`src/rtl/sar_search.sv`:
```
// Successive-approximation search controller: finds a hidden 4-bit operand by
// binary search, one probe per cycle, using external gt/lt/eq comparator flags.
module sar_search (
  input  logic       clk,
  input  logic       rst,
  input  logic       start,
  input  logic       cmp_gt,
  input  logic       cmp_lt,
  input  logic       cmp_eq,
  output logic [3:0] guess,
  output logic       busy,
  output logic       done,
  output logic [3:0] found,
  output logic [2:0] steps,
  output logic       err
);

  typedef enum logic [1:0] {
    IDLE  = 2'd0,
    PROBE = 2'd1,
    DONE  = 2'd2
  } state_t;

  state_t     state, state_n;
  logic [4:0] lo, lo_n;
  logic [4:0] hi, hi_n;
  logic [3:0] guess_n;
  logic [3:0] found_n;
  logic [2:0] steps_n;
  logic       err_n;

  logic [4:0] up_lo;   // candidate lo after "hidden > guess"
  logic [4:0] dn_hi;   // candidate hi after "hidden < guess"
  logic [5:0] mid_sum;

  always_comb begin
    // NOTE: every signal driven here gets a default first, so no path can infer a latch.
    state_n = state;
    lo_n    = lo;
    hi_n    = hi;
    guess_n = guess;
    found_n = found;
    steps_n = steps;
    err_n   = err;
    up_lo   = {1'b0, guess} + 5'd1;
    dn_hi   = {1'b0, guess} - 5'd1;
    mid_sum = '0;

    case (state)
      IDLE: begin
        if (start) begin
          state_n = PROBE;
          lo_n    = 5'd0;
          hi_n    = 5'd15;
          guess_n = 4'd7;
          steps_n = 3'd0;
          err_n   = 1'b0;
          found_n = 4'd0;
        end
      end

      PROBE: begin
        steps_n = steps + 3'd1;
        case ({cmp_gt, cmp_lt, cmp_eq})
          3'b001: begin
            found_n = guess;
            state_n = DONE;
          end
          3'b100: begin
            if (guess == 4'd15 || up_lo > hi) begin
              err_n   = 1'b1;
              state_n = DONE;
            end else begin
              lo_n    = up_lo;
              mid_sum = {1'b0, up_lo} + {1'b0, hi};
              guess_n = mid_sum[4:1];
            end
          end
          3'b010: begin
            // guess==0 must be caught first: dn_hi wraps to 31 there
            if (guess == 4'd0 || lo > dn_hi) begin
              err_n   = 1'b1;
              state_n = DONE;
            end else begin
              hi_n    = dn_hi;
              mid_sum = {1'b0, lo} + {1'b0, dn_hi};
              guess_n = mid_sum[4:1];
            end
          end
          default: begin
            err_n   = 1'b1;
            found_n = guess;
            state_n = DONE;
          end
        endcase
      end

      DONE:    state_n = IDLE;
      default: state_n = IDLE;
    endcase
  end

  // NOTE: state registers use non-blocking assignments so every flop samples pre-edge values.
  always_ff @(posedge clk) begin
    if (rst) begin
      state <= IDLE;
      lo    <= 5'd0;
      hi    <= 5'd15;
      guess <= 4'd0;
      found <= 4'd0;
      steps <= 3'd0;
      err   <= 1'b0;
    end else begin
      state <= state_n;
      lo    <= lo_n;
      hi    <= hi_n;
      guess <= guess_n;
      found <= found_n;
      steps <= steps_n;
      err   <= err_n;
    end
  end

  assign busy = (state == PROBE);
  assign done = (state == DONE);

endmodule

```
`config.mk`:
```
export PLATFORM = sky130hd
export DESIGN_NAME = sar_search
export DESIGN_NICKNAME = d
export VERILOG_FILES = /design/src/rtl/sar_search.sv
export SDC_FILE = /design/constraint.sdc
export NUM_CORES = 1
export LEC_CHECK = 0
export CORE_ASPECT_RATIO = 0.8
export CORE_MARGIN = 5
export CORE_UTILIZATION = 52
export CTS_BUF_LIST = sky130_fd_sc_hd__clkbuf_2 sky130_fd_sc_hd__clkbuf_4 sky130_fd_sc_hd__clkbuf_8
export DETAILED_ROUTE_END_ITERATION = 8
export PLACE_DENSITY = 0.87
export SLEW_MARGIN = 40
export SYNTH_ARGS = -nofsm -noshare
export SYNTH_HDL_FRONTEND = slang
export SYNTH_SLANG_ARGS = --single-unit
```
`constraint.sdc`:
```
create_clock -name clk -period 2.9 [get_ports clk]
set_clock_uncertainty 0.1 [all_clocks]
set_input_delay 0.58 -clock clk [delete_from_list [all_inputs] [get_ports clk]]
set_output_delay 0.58 -clock clk [all_outputs]
set_load 0.05 [all_outputs]
```
==> reports/summary.txt <==
Synth warnings - 0
area leader, netlist - dfxtp_1
fin crit share - 97.1%
CTS root buf - clkbuf_8
sequential share of the synthesized area - 29.4%
final WL - 4050 um
TritonCTS clock tree - built
GRT Util Overall - 19.3%
Port Buffers - 19
fmax - 355 MHz
top-count cell post-synth - dfxtp_1
core area - 3060 um^2
critical path type - reg -> reg
Max-Cap Viols - 0
iteration count of the initial detailed-routing pass - 4
die width - 72.6 um
Die Area - 4360 um^2
final hold viol count - 0
TritonCTS Buffers - 3
critical path's top delay family - compound AO/OA/AOI/OAI gates
Area growth syn-to-layout - 24.2%
Mapped Nets - 208
cells after synthesis - 179
Slew headroom - 57.2%
initial core utilization - 53.3%
Non-Filler Instances - 246
GR Overflow Total - 0
Fin Hold WS - 0.373 ns
post-DR vias/cell - 5.67
slowest stage delay, CP - 0.40 ns
WL/cell - 16.5 um
placed cells - 242
vias in the first global route - 1374
initial antenna violation count - 0
chip height - 60.1 um
top post-synthesis cells by area - dfxtp_1 (29%), ha_1 (16%), inv_1 (4.4%), a22o_1 (2.7%), xnor2_1 (2.7%)
crit path cell chain - inv_1 > ha_1 > ha_1 > nor2b_1 > o21a_1 > o41ai_4 > a21oi_2 > a21o_1 > a221oi_1
Post-DP HPWL - 3090 um
power after layout - 1.03 mW
Worst setup SP type - register
Worst-Skew Late Latency - 0.27 ns
Data arrival, critical path - 2.88 ns
first-pass GRT wire length - 6500 um
worst slew pin tran - 0.639 ns
share of layout cells above drive strength 1 - 14.6%
DR iter-0 viols - 49
CP max-delay cell - dfxtp_4
Post-synth EDFFs - 0
post-synth cell types - 48
vias - 1395
Hold-fix buffers, CTS - 0
row cnt - 18
Yosys reg bits - 24
DR DRC count - 0
asr flop ratio synth - 0%
Final Max Slew Viols - 0
Max Fanout on Critical Path - 8
layout net count - 236
Final ANT Viol Nets - 0
leading register cell type out of synthesis - dfxtp_1
largest net degree at the start of global routing - 15
clk sinks - 24
CTS clk-pin slew, worst paths - 0.09 ns
CP Buf/Inv Count - 1
# diodes - 0
Min Clock Period, post-route - 2.81 ns
mean area per synthesized cell - 9.11 um^2
# fillers - 238
most used cell, CP - ha_1
run status - complete, no violations
commonest cells in the synthesized netlist - dfxtp_1 (24), ha_1 (21), inv_1 (19), nor2_1 (10)
Setup violations, final - 0
IO Count - 20
worst hold path type - reg -> reg
H-tree levels - 1
GPL Wtd Cong - 0.906
worst-case vdd ir drop - 0.000265 V
CP required - 2.96 ns
synthesized area - 1630 um^2
PwrDens - 506 nW/um^2
clk buf depth - 2
Leak - 0.830 nW
Yosys top cell area share - 29.4%
Crit. End Element - register
[area by class of cell]
cell class	instances	area, um^2	area share (%)
clock buffer	3	41.3	2.04
multi-input combinational	131	1090	53.8
timing repair buffer	28	258	12.7
inverter	19	71.3	3.52
tap	40	50.0	2.47
sequential	24	485	24.0
clock inverter	1	30.0	1.48
[through the flow]
step	setup WS (ns)	utilization, %	area (um^2)	TNS (ns)
finish	0.0851	66.2	2030	0
global route	-0.0168	66.2	2030	-0.0168
CTS	0.0536	65.4	2000	0
detailed placement	0.0312	62.5	1910	0
global placement	0.131	62.5	1910	0
floorplan	0.0605	-	1640	0
[registers in the layout, indices dropped and copies added (netlist names)]
register	cells
err	1
found	4
hi	5
lo	5
guess	4
state	2
steps	3
[routing by layer]
layer,wire (um),global-route usage (%),up-vias
li1,-,-,687
met1,1890,26.6,662
met2,1900,30.6,40
met3,206,4.03,6
met4,48,5.53,0
met5,0,0,-
[path summary, 6_finish.rpt]
kind                          from               endpoint  slack (ns)  cells past startpoint
min reg2reg  found[2]$_SDFFE_PP0P_  found[2]$_SDFFE_PP0P_        0.37                      2
max          guess[0]$_SDFFE_PP0P_  guess[1]$_SDFFE_PP0P_        0.09                      9
min          found[2]$_SDFFE_PP0P_  found[2]$_SDFFE_PP0P_        0.37                      2
max reg2reg  guess[0]$_SDFFE_PP0P_  guess[1]$_SDFFE_PP0P_        0.09                      9
[worst min-delay path: cells and delay by family (launching register included)]
kind            cells  cell delay, ns
simple gates        1            0.06
flops               1            0.32
compound gates      1            0.05
[repair_timing]
action,in CTS,in global routing
gates resized for setup,2,4
endpoints found under the setup margin,2,9
pin swaps,0,1
setup buffers,0,0
[placed cells by master, fill, tap and decap left out, types with 2 or more instances in the layout]
master / synthesis / routed
a21oi_1: 8 / 8
a221oi_1: 3 / 3
a22o_1: 5 / 5
a22oi_1: 2 / 2
a2bb2oi_1: 3 / 3
a31oi_1: 3 / 3
and2_1: 3 / 3
buf_4: 1 / 9
clkbuf_8: 0 / 3
clkdlybuf4s50_1: 0 / 19
dfxtp_1: 24 / 22
fa_1: 2 / 2
ha_1: 21 / 18
ha_2: 0 / 2
inv_1: 19 / 19
mux2_2: 2 / 2
mux2i_1: 3 / 3
nand2_1: 6 / 6
nand2b_1: 5 / 5
nand3_1: 8 / 8
nand3b_1: 2 / 2
nor2_1: 10 / 10
nor2b_1: 3 / 3
nor3_1: 3 / 3
nor3b_2: 1 / 2
o21a_1: 3 / 3
o21ai_0: 6 / 6
xnor2_1: 5 / 4
xor2_1: 4 / 4
[kinds of logic after synthesis]
kind of cell,synth area share (%)
and+or+nand+nor,17.3
AOI/OAI and AO/OA,20.5
buffers and inverters,6.21
DFF,29.4
adders and majority gates,18.6
xor gates and xnor gates,4.83
muxes,3.22
[report_power, final]
part / switching (mW) / internal, mW
Combinational: 0.211 / 0.153
Sequential: 0.0196 / 0.345
Clock: 0.114 / 0.185
Total: 0.345 / 0.682
Note: power is estimated with default switching activity, not from simulation.
